**src/rtl/wb_sram_slave.sv**
```systemverilog
// rtl/wb_sram_slave.sv - Wishbone slave driving an asynchronous 32-bit SRAM
module wb_sram_slave #(
  parameter int ADDR_WIDTH  = 20,
  parameter int READ_WAIT   = 2,
  parameter int WRITE_PULSE = 2
) (
  input  logic                  clk,
  input  logic                  rst,
  input  logic                  wb_cyc_i,
  input  logic                  wb_stb_i,
  input  logic                  wb_we_i,
  input  logic [31:0]           wb_adr_i,
  input  logic [3:0]            wb_sel_i,
  input  logic [31:0]           wb_dat_i,
  output logic [31:0]           wb_dat_o,
  output logic                  wb_ack_o,
  output logic [ADDR_WIDTH-1:0] sram_addr,
  input  logic [31:0]           sram_data_i,
  output logic [31:0]           sram_data_o,
  output logic                  sram_data_oe,
  output logic                  sram_ce_n,
  output logic                  sram_oe_n,
  output logic                  sram_we_n,
  output logic [3:0]            sram_be_n
);

  localparam int MAX_WAIT = (READ_WAIT > WRITE_PULSE) ? READ_WAIT : WRITE_PULSE;
  localparam int CW       = $clog2(MAX_WAIT) + 1;

  typedef enum logic [2:0] {IDLE, READ, W_SETUP, W_PULSE, W_HOLD, DONE} state_t;

  state_t                state, state_d;
  logic [CW-1:0]         cnt, cnt_d;
  logic                  abort_q, abort_d;
  logic [31:0]           wb_dat_d, sram_data_d;
  logic [ADDR_WIDTH-1:0] sram_addr_d;
  logic                  ack_d, data_oe_d, ce_n_d, oe_n_d, we_n_d;
  logic [3:0]            be_n_d;

  // Byte-offset bits and address bits beyond the SRAM are deliberately dropped.
  logic unused_adr;
  assign unused_adr = ^{wb_adr_i[31:ADDR_WIDTH+2], wb_adr_i[1:0]};

  // State, wait counter and every output are registered here.
  always_ff @(posedge clk or posedge rst) begin
    if (rst) begin
      state        <= IDLE;
      cnt          <= '0;
      abort_q      <= 1'b0;
      wb_dat_o     <= '0;
      wb_ack_o     <= 1'b0;
      sram_addr    <= '0;
      sram_data_o  <= '0;
      sram_data_oe <= 1'b0;
      sram_ce_n    <= 1'b1;
      sram_oe_n    <= 1'b1;
      sram_we_n    <= 1'b1;
      sram_be_n    <= 4'hf;
    end else begin
      state        <= state_d;
      cnt          <= cnt_d;
      abort_q      <= abort_d;
      wb_dat_o     <= wb_dat_d;
      wb_ack_o     <= ack_d;
      sram_addr    <= sram_addr_d;
      sram_data_o  <= sram_data_d;
      sram_data_oe <= data_oe_d;
      sram_ce_n    <= ce_n_d;
      sram_oe_n    <= oe_n_d;
      sram_we_n    <= we_n_d;
      sram_be_n    <= be_n_d;
    end
  end

  // Next state plus the SRAM control levels for the cycle being entered.
  always_comb begin
    state_d     = state;
    cnt_d       = cnt;
    abort_d     = abort_q;
    wb_dat_d    = wb_dat_o;
    sram_addr_d = sram_addr;
    sram_data_d = sram_data_o;
    ack_d       = 1'b0;
    data_oe_d   = 1'b0;
    ce_n_d      = 1'b1;
    oe_n_d      = 1'b1;
    we_n_d      = 1'b1;
    be_n_d      = 4'hf;
    case (state)
      IDLE: begin
        abort_d = 1'b0;
        if (wb_cyc_i && wb_stb_i) begin
          sram_addr_d = wb_adr_i[ADDR_WIDTH+1:2];
          ce_n_d      = 1'b0;
          if (wb_we_i) begin
            sram_data_d = wb_dat_i;
            data_oe_d   = 1'b1;
            be_n_d      = ~wb_sel_i;
            state_d     = W_SETUP;
          end else begin
            oe_n_d  = 1'b0;
            be_n_d  = 4'h0;
            cnt_d   = CW'(READ_WAIT - 1);
            state_d = READ;
          end
        end
      end
      READ: begin
        if (!wb_cyc_i) begin
          state_d = IDLE;
        end else if (cnt == '0) begin
          wb_dat_d = sram_data_i;
          ack_d    = wb_stb_i;
          state_d  = DONE;
        end else begin
          cnt_d  = cnt - CW'(1);
          ce_n_d = 1'b0;
          oe_n_d = 1'b0;
          be_n_d = 4'h0;
        end
      end
      W_SETUP: begin
        abort_d   = abort_q | ~wb_cyc_i;
        ce_n_d    = 1'b0;
        data_oe_d = 1'b1;
        be_n_d    = sram_be_n;
        we_n_d    = 1'b0;
        cnt_d     = CW'(WRITE_PULSE - 1);
        state_d   = W_PULSE;
      end
      W_PULSE: begin
        abort_d   = abort_q | ~wb_cyc_i;
        ce_n_d    = 1'b0;
        data_oe_d = 1'b1;
        be_n_d    = sram_be_n;
        if (cnt == '0) begin
          state_d = W_HOLD;
        end else begin
          cnt_d  = cnt - CW'(1);
          we_n_d = 1'b0;
        end
      end
      W_HOLD: begin
        abort_d = abort_q | ~wb_cyc_i;
        ack_d   = wb_cyc_i & wb_stb_i & ~abort_q;
        state_d = DONE;
      end
      DONE: begin
        state_d = IDLE;
      end
      default: begin
        state_d = IDLE;
      end
    endcase
  end

endmodule

```
**config.mk**
```make
export PLATFORM = sky130hd
export DESIGN_NAME = wb_sram_slave
export DESIGN_NICKNAME = d
export VERILOG_FILES = /design/src/rtl/wb_sram_slave.sv
export SDC_FILE = /design/constraint.sdc
export NUM_CORES = 1
export LEC_CHECK = 0
export CORE_MARGIN = 1
export CORE_UTILIZATION = 40
export DETAILED_ROUTE_END_ITERATION = 8
export PLACE_DENSITY_LB_ADDON = 0.12
export RECOVER_POWER = 25
export SLEW_MARGIN = 15
export SYNTH_ARGS = -nofsm -noshare
export SYNTH_HDL_FRONTEND = slang
export SYNTH_SLANG_ARGS = --single-unit
export TNS_END_PERCENT = 30
```
**constraint.sdc**
```tcl
create_clock -name clk -period 4.2 [get_ports clk]
set_input_delay 0.84 -clock clk [delete_from_list [all_inputs] [get_ports clk]]
set_output_delay 0.84 -clock clk [all_outputs]
set_load 0.005 [all_outputs]
```
### Word-level counts from Yosys, hierarchy flattened

Cells that the tools add are included.

| cells by class | value |
|---|---|
| mux-type cells | 30 |
| reduce and logical (&&, ||, !) cells | 12 |
| add/sub/neg operators | 1 |
| bitwise logic cells | 6 |
| equality and inequality tests | 9 |

Operators with widths:

| cell | count |
|---|---|
| two-way mux 4 bit | 4 |
| case mux 3 bit (5 select lines) | 1 |
| two-way mux 3 bit | 4 |
| case mux 4 bit (3 select lines) | 1 |
| two-way mux 2 bit | 5 |
| case mux 1 bit (2 select lines) | 5 |
| AND reduction 3 bit | 3 |
| two-way mux 1 bit | 8 |
| inequality test 2 bit, second input constant | 4 |
| case mux 2 bit (4 select lines) | 1 |
| == test 3 x 2 -> 1 bit, second input constant | 2 |
| NOT 4 bit | 1 |
| AND reduction 4 bit | 1 |
| nonzero test 4 bit | 1 |
| == test 3 x 1 -> 1 bit, second input constant | 1 |
| == test 3 bit, second input constant | 1 |
| zero test 3 bit | 1 |
| inequality test 3 bit, second input constant | 1 |
| case mux 1 bit (3 select lines) | 1 |
| OR reduction 3 bit | 1 |
| bitwise AND 1 bit | 2 |
| zero test 2 bit | 1 |
| NOT 1 bit | 2 |
| AND reduction 2 bit | 1 |
| 5 further kinds | 5 |

| word-level totals | value |
|---|---|
| register bits after elaboration | 99 |
| input port bits | 105 |
| output and inout bits | 93 |
| word-level logic and storage cells | 70 |

### Logic depth before layout (Yosys ltp)

Gate-level depths: netlist of the first run.

| logic depth | value |
|---|---|
| depth in word-level cells | 4 |
| mapped depth | 5 |
| mapped depth without buffers | 5 |

### Worst setup path before layout of the first run

OpenSTA, ideal clock, no wires.

| path | value |
|---|---|
| kind | in2reg |
| start point | input port wb_we_i |
| end point | register sram_data_o[10] |
| buffers on the path | 2 |
| setup time | 0.125 ns |
| path slack | 2.050 ns |
| data arrival time | 2.025 ns |
| cell stages on the path | 5 |
| data required time | 4.075 ns |
| path through | or4b_1 -> buf_6 -> nor2_8 -> buf_6 -> mux2_2 |

| between the ends | value |
|---|---|
| longest elaborated chain between the ends | 1 |

Ends and longest elaborated chain:

| item | RTL line | text |
|---|---|---|
| start, declared | 11 | `input logic wb_we_i,` |
| AND reduction 3 bit (no line) | -- |  |
| end signal, assigned | 66 | `sram_data_o <= sram_data_d;` |
| end, declared | 19 | `output logic [31:0] sram_data_o,` |

No other way between the ends.
A chain may end at the register's enable or synchronous reset.

==> results of run 1 <==
==> stage by stage <==
stage / cells / hold slack, ns / instance area [um^2]
2_1_floorplan: 251 / 0.504 / 3910
3_3_place_gp: 556 / 0.485 / 5870
3_5_place_dp: 556 / 0.491 / 5870
4_1_cts: 571 / 0.512 / 6070
5_1_grt: 571 / 0.517 / 6070
6_report: 571 / 0.509 / 6070
==> state kept, by name (all words and copies together) (netlist names) <==
| register | flops |
|---|---|
| sram_data_oe | 1 |
| sram_addr | 20 |
| abort_q | 1 |
| sram_data_o | 32 |
| cnt | 2 |
| sram_we_n | 1 |
| sram_be_n | 4 |
| wb_dat_o | 32 |
| wb_ack_o | 1 |
| sram_ce_n | 1 |
| state | 3 |
| sram_oe_n | 1 |
==> worst register-to-register path, stage by stage (launching register included) <==
cell and delay [ns]:
dfrtp_1 0.53, or4b_1 0.77, nor2_8 0.55, mux2_2 0.42
==> synth_stat cells, types with 3 or more instances <==
library cell and number:
o22a_1 5, o21ai_0 8, mux2_4 10, dfrtp_1 92, nand2_1 3, buf_6 3, clkbuf_1 3, buf_2 6
mux2_2 74, dfstp_2 7, nor2_1 7, inv_1 4
==> metal layers <==
| metal | vias to the layer above | track usage |
|---|---|---|
| met5 | - | 0 |
| li1 | 1260 | - |
| met3 | 18 | 0.0388 |
| met1 | 1343 | 0.223 |
| met4 | 0 | 0.0847 |
| met2 | 99 | 0.291 |
==> cell type report <==
cell class	count	area (um^2)	share of cell area
Tap cell	129	161	0.0266
Clock inverter	4	50.0	0.00825
Clock buffer	11	151	0.0249
Timing Repair Buffer	189	1880	0.309
Sequential cell	99	2490	0.410
Inverter	4	16.3	0.00268
Multi-Input combinational cell	135	1330	0.219
==> kinds of logic (layout without fill, tap and decap cells) <==
| logic type | Yosys count | in the layout | synth area share |
|---|---|---|---|
| and+or+nand+nor | 26 | 26 | 0.0400 |
| DFF | 99 | 99 | 0.636 |
| adders and majority gates | 1 | 1 | 0.00320 |
| buffers and inverters | 17 | 208 | 0.0269 |
| AOI/OAI and AO/OA | 24 | 24 | 0.0429 |
| muxes | 84 | 84 | 0.251 |
==> power by group through the flow <==
stage               Combinational (uW)  Clock, uW  Sequential (uW)
floorplan                          703          0             1710
global placement                  1770          0             1690
detailed placement                1800          0             1720
CTS                               1800        639             1700
global route                      1920        671             1750
finish                            1770        611             1690
==> worst max-delay path by stage <==
stage,endpoint,cells after the start,from
after floorplan,abort_q,1,rst
after global placement,sram_data_o[13],4,wb_we_i
after detailed placement,sram_data_o[16],4,wb_we_i
after CTS,sram_data_o[13],4,wb_we_i
after global routing,sram_addr[18],3,rst
final,sram_addr[18],3,rst
==> layout by cell type, fill, tap and decap left out, types with 3 or more instances in the layout <==
master           count
dfstp_2              7
o22a_1               5
nand2_1              3
mux2_4              10
clkdlybuf4s50_1    183
inv_1                3
clkbuf_8            11
mux2_2              74
dfrtp_1             92
o21ai_0              8
nor2_1               7
==> results.json, run 1 <==
{
  "status": "complete, but fails checks",
  "violations": "max-capacitance violations, max-slew violations",
  "cts_max_level": 3,
  "syn_to_final_growth_pct": 55.2,
  "drt_wl_total_um": 8810,
  "syn-cell-area_um2": 3910,
  "final_core_util": 0.648,
  "cts_root_buffer": "clkbuf_8",
  "synth_area_leaders": "dfrtp_1 (59%), mux2_2 (21%), dfstp_2 (4.7%)",
  "antennaDiodeCount": 0,
  "ioPinCount": 198,
  "antenna_found_initial": 0,
  "first_pass_iters": 4,
  "dp_slack_ns": 1.09,
  "syn_nets": 357,
  "r2r-end": "sram_data_o[16]",
  "gp_congestion": 0.748,
  "slew_headroom": -0.125,
  "clock_latency_ns": 0.35,
  "grt_overflow_total": 0,
  "drt_iter0_drc": 41,
  "portBuffers": 185,
  "grt_pass1_wl_um": 13900,
  "nets": 544,
  "hold_end": "wb_dat_o[30]",
  "crit_path_top_delay_cell": "clkinvlp_2",
  "required_ns": 4.58,
  "switching_share": 0.268,
  "clk_pin_slew_ns": 0.09,
  "synth_top_cell_area_share": 0.589,
  "worstHoldStart": "wb_dat_o[30]",
  "ys_warn_count": 0,
  "start_util": 0.417,
  "synth-async-reset-ratio": 1.00,
  "hold_buffers": 0,
  "fin_skew_ns": 0.0128,
  "rsz0062_at_grt": "false",
  "wl_per_cell_um": 15.4,
  "p_sw_uw": 1090,
  "syn-instance-count": 251,
  "power_frac_comb": 0.435,
  "powerDensity_nw_per_um2": 672,
  "met3_length_um": 568,
  "highest_layer": "met4",
  "wl_met2_um": 4360,
  "seq_power_share": 0.415,
  "r2r_setup_slack_ns": 1.82,
  "path_max_fanout": 39,
  "worstSetupPathType": "in2async",
  "vias": 2720,
  "ir_drop_mv": 0.309,
  "worst_pin_slew_ns": 1.68,
  "hold_viol": 0,
  "vias_per_cell": 4.76,
  "cts_buffers": 9,
  "slowest_delay_ns": 0.97,
  "whs_path_depth": 1,
  "syn_avg_cell_area_um2": 15.6,
  "clkPwrFrac": 0.150,
  "rows": 35,
  "crit_arrival_ns": 3.17,
  "grt_max_degree": 40,
  "setup_viol": 0,
  "synth_enable_flop_cells": 0,
  "fin_ws_ns": 1.41,
  "start_kind": "input port",
  "cts.sinks": 99,
  "internal-power_uw": 2990,
  "fp.dieW_um": 101,
  "leakage_uw": 0.00253,
  "finalCriticalPeriod_ns": 2.79,
  "synth_area_leader_cell": "dfrtp_1",
  "cts-resized-gates": 0,
  "cts_tree": "yes",
  "fin_crit_sh": 0.663,
  "finalPower_uw": 4080,
  "drive_gt1_frac": 0.260,
  "crit-reg2reg-launch": "state[2]",
  "drv_cap": 1,
  "fillers": 784,
  "synth_ff_type": "dfrtp_1",
  "min_path_type": "reg2reg",
  "dp.final_hpwl_um": 6510,
  "end_kind": "async pin",
  "fp.dieH_um": 101,
  "path_delay_family": "buffers and inverters",
  "yosysUniqueCellTypes": 37,
  "drc": 0,
  "coreArea_um2": 9370,
  "fin_tns_setup_ns": 0,
  "clock_path_buffers": 2,
  "ys_ff_latch": 99,
  "slew_viol_final": 40,
  "post-cts-setup-buffers": 0,
  "detail-route-antenna-nets": 0,
  "grt_pass1_vias": 2738,
  "yosysSeqAreaShare": 0.636,
  "track_usage": 0.177,
  "crit_buf_inv": 3,
  "fmax_mhz": 359,
  "crit_chain": "dlygate4sd3_1 -> clkinvlp_2 -> clkbuf_2",
  "met1_length_um": 3630,
  "r2r_cells": 3,
  "dieArea_um2": 10200
}
(Power assumes the default switching activity.)
==> run 2: changes to the inputs <==
--- a/config.mk
+++ b/config.mk
@@ -6,7 +6,7 @@
 export NUM_CORES = 1
 export LEC_CHECK = 0
 export CORE_MARGIN = 1
-export CORE_UTILIZATION = 40
+export CORE_UTILIZATION = 36
 export DETAILED_ROUTE_END_ITERATION = 8
 export PLACE_DENSITY_LB_ADDON = 0.12
 export RECOVER_POWER = 25
==> constraint.sdc (replaced) <==
create_clock -name clk -period 2.3 [get_ports clk]
set_input_delay 0.46 -clock clk [delete_from_list [all_inputs] [get_ports clk]]
set_output_delay 0.46 -clock clk [all_outputs]
set_load 0.005 [all_outputs]
==> run 2 against run 1 <==
- the flow now finishes without violations
- hold slack improved by 0.0011 ns
- combinational power increased by 93%
- clock skew is 0.0041 ns lower
- count of clock-buffer cells in the layout unchanged
- sequential share of layout area down 0.75 points
- core utilization fell by 5.4 points
- clock power up 65%
- die area is 11% higher
- critical path type is now in2reg
- highest routed layer unchanged
==> results.json, run 2 (synthesis results as in run 1) <==
{
  "drive_gt1_frac": 0.274,
  "final_core_util": 0.593,
  "cts_tree": "yes",
  "r2r-end": "wb_dat_o[2]",
  "clkPwrFrac": 0.136,
  "worst_pin_slew_ns": 0.857,
  "clock_path_buffers": 2,
  "multi_input_area_um2": 1330,
  "crit_buf_inv": 2,
  "drv_cap": 0,
  "hold_buffers": 0,
  "start_util": 0.375,
  "drc": 0,
  "vias_per_cell": 4.70,
  "ir_drop_mv": 0.531,
  "path_max_fanout": 24,
  "power_frac_comb": 0.458,
  "cts_max_level": 3,
  "antennaDiodeCount": 0,
  "detail-route-antenna-nets": 0,
  "fillers": 855,
  "track_usage": 0.164,
  "fmax_mhz": 511,
  "required_ns": 2.54,
  "portBuffers": 185,
  "clk_pin_slew_ns": 0.09,
  "vias": 2769,
  "mostFrequentLayoutCells": "clkdlybuf4s50_1 (184), dfrtp_1 (92), mux2_2 (74)",
  "fp.dieW_um": 106,
  "layout_commonest_cell": "clkdlybuf4s50_1",
  "crit_path_top_delay_cell": "or4b_1",
  "min_path_type": "reg2reg",
  "slew_viol_final": 0,
  "cts-resized-gates": 0,
  "seq_power_share": 0.405,
  "worstSetupPathType": "in2reg",
  "finalCriticalPeriod_ns": 1.96,
  "switching_share": 0.275,
  "fin_crit_sh": 0.850,
  "fin_tns_setup_ns": 0,
  "register_area_um2": 2490,
  "stdcell_area_um2": 6180,
  "fin_skew_ns": 0.00879,
  "grt_pass1_wl_um": 14500,
  "r2r_setup_slack_ns": 0.37,
  "start_kind": "input port",
  "coreArea_um2": 10400,
  "status": "finished, final reports clean",
  "dp_slack_ns": -0.0346,
  "dp.final_hpwl_um": 6640,
  "path_delay_family": "simple AND/OR/NAND/NOR gates",
  "syn_to_final_growth_pct": 58.0,
  "post-cts-setup-buffers": 0,
  "rows": 37,
  "leakage_uw": 0.00259,
  "hold_viol": 0,
  "crit-reg2reg-launch": "state[2]",
  "clock_latency_ns": 0.35,
  "critical_path.startpoint": "wb_we_i",
  "first_pass_iters": 4,
  "p_sw_uw": 2040,
  "slowest_delay_ns": 0.56,
  "whs_path_depth": 1,
  "dpl-instance-area_um2": 6020,
  "wl_per_cell_um": 15.2,
  "drt_wl_total_um": 8940,
  "powerDensity_nw_per_um2": 1200,
  "setup_viol": 0,
  "rsz0062_at_grt": "false",
  "internal-power_uw": 5390,
  "antenna_found_initial": 0,
  "nets": 554,
  "slew_headroom": 0.426,
  "worstHoldStart": "wb_dat_o[12]",
  "grt_pass1_vias": 2853,
  "crit_chain": "clkdlybuf4s50_1 -> or4b_1 -> nor2_8 -> buf_12 -> mux2_2",
  "drt_iter0_drc": 73,
  "cts.sinks": 99,
  "cts_buffers": 9,
  "crit_arrival_ns": 2.19,
  "fp.dieH_um": 106,
  "cts_root_buffer": "clkbuf_8",
  "grt_max_degree": 48,
  "grt_overflow_total": 0,
  "r2r_cells": 5,
  "hold_end": "wb_dat_o[12]",
  "ioPinCount": 198,
  "top_regs": "sram_data_o x32, wb_dat_o x32, sram_addr x20",
  "fin_ws_ns": 0.345,
  "dieArea_um2": 11300,
  "gp_congestion": 0.731,
  "end_kind": "flip-flop"
}
==> run 2: changes by cell type in the layout (fill, tap and decap cells not counted), sizes merged <==
cell / delta
dlygate4sd3: -1
clkinv: +1
clkdlybuf4s50: +1
inv: +1
buf: +10
bufinv: -1
==> run 2: power groups by stage <==
stage	Sequential [uW]	Clock (uW)	Combinational (uW)
after global placement	3020	0	3390
after global routing	3130	1130	3680
after floorplan	3120	0	1280
after CTS	3030	1060	3470
after detailed placement	3060	0	3460
final	3010	1010	3410
==> run 2: final cells by class <==
| class | count | share of cell area |
|---|---|---|
| flip-flops and latches | 99 | 0.402 |
| clock buffers | 11 | 0.0229 |
| well taps | 136 | 0.0275 |
| repair buffers | 199 | 0.324 |
| multi-input cells | 135 | 0.215 |
| clock inverters | 5 | 0.00607 |
| inverters | 4 | 0.00263 |
==> run 2: worst max-delay path by stage <==
stage / end / slack [ns] / cells after the start
after global placement: sram_data_o[16] / 0.002 / 5
final: sram_data_o[29] / 0.34 / 5
after floorplan: sram_data_o[10] / 0.50 / 5
after global routing: wb_dat_o[2] / 0.18 / 3
after detailed placement: sram_data_o[16] / -0.03 / 5
after CTS: sram_data_o[9] / 0.35 / 5
==> run 2: layer usage <==
metal,vias to the layer above,global-route usage,part of all wire
met5,-,0,0
met4,0,0.0536,0.011
met3,9,0.0343,0.066
met2,108,0.281,0.51
met1,1367,0.207,0.41
li1,1285,-,-
==> run 2: per-stage QoR <==
stage	total power (uW)	cells	hold slack, ns
after floorplan	4410	251	0.504
after global placement	6410	573	0.486
after detailed placement	6520	573	0.492
after CTS	7560	589	0.465
after global routing	7950	589	0.519
final	7430	589	0.510
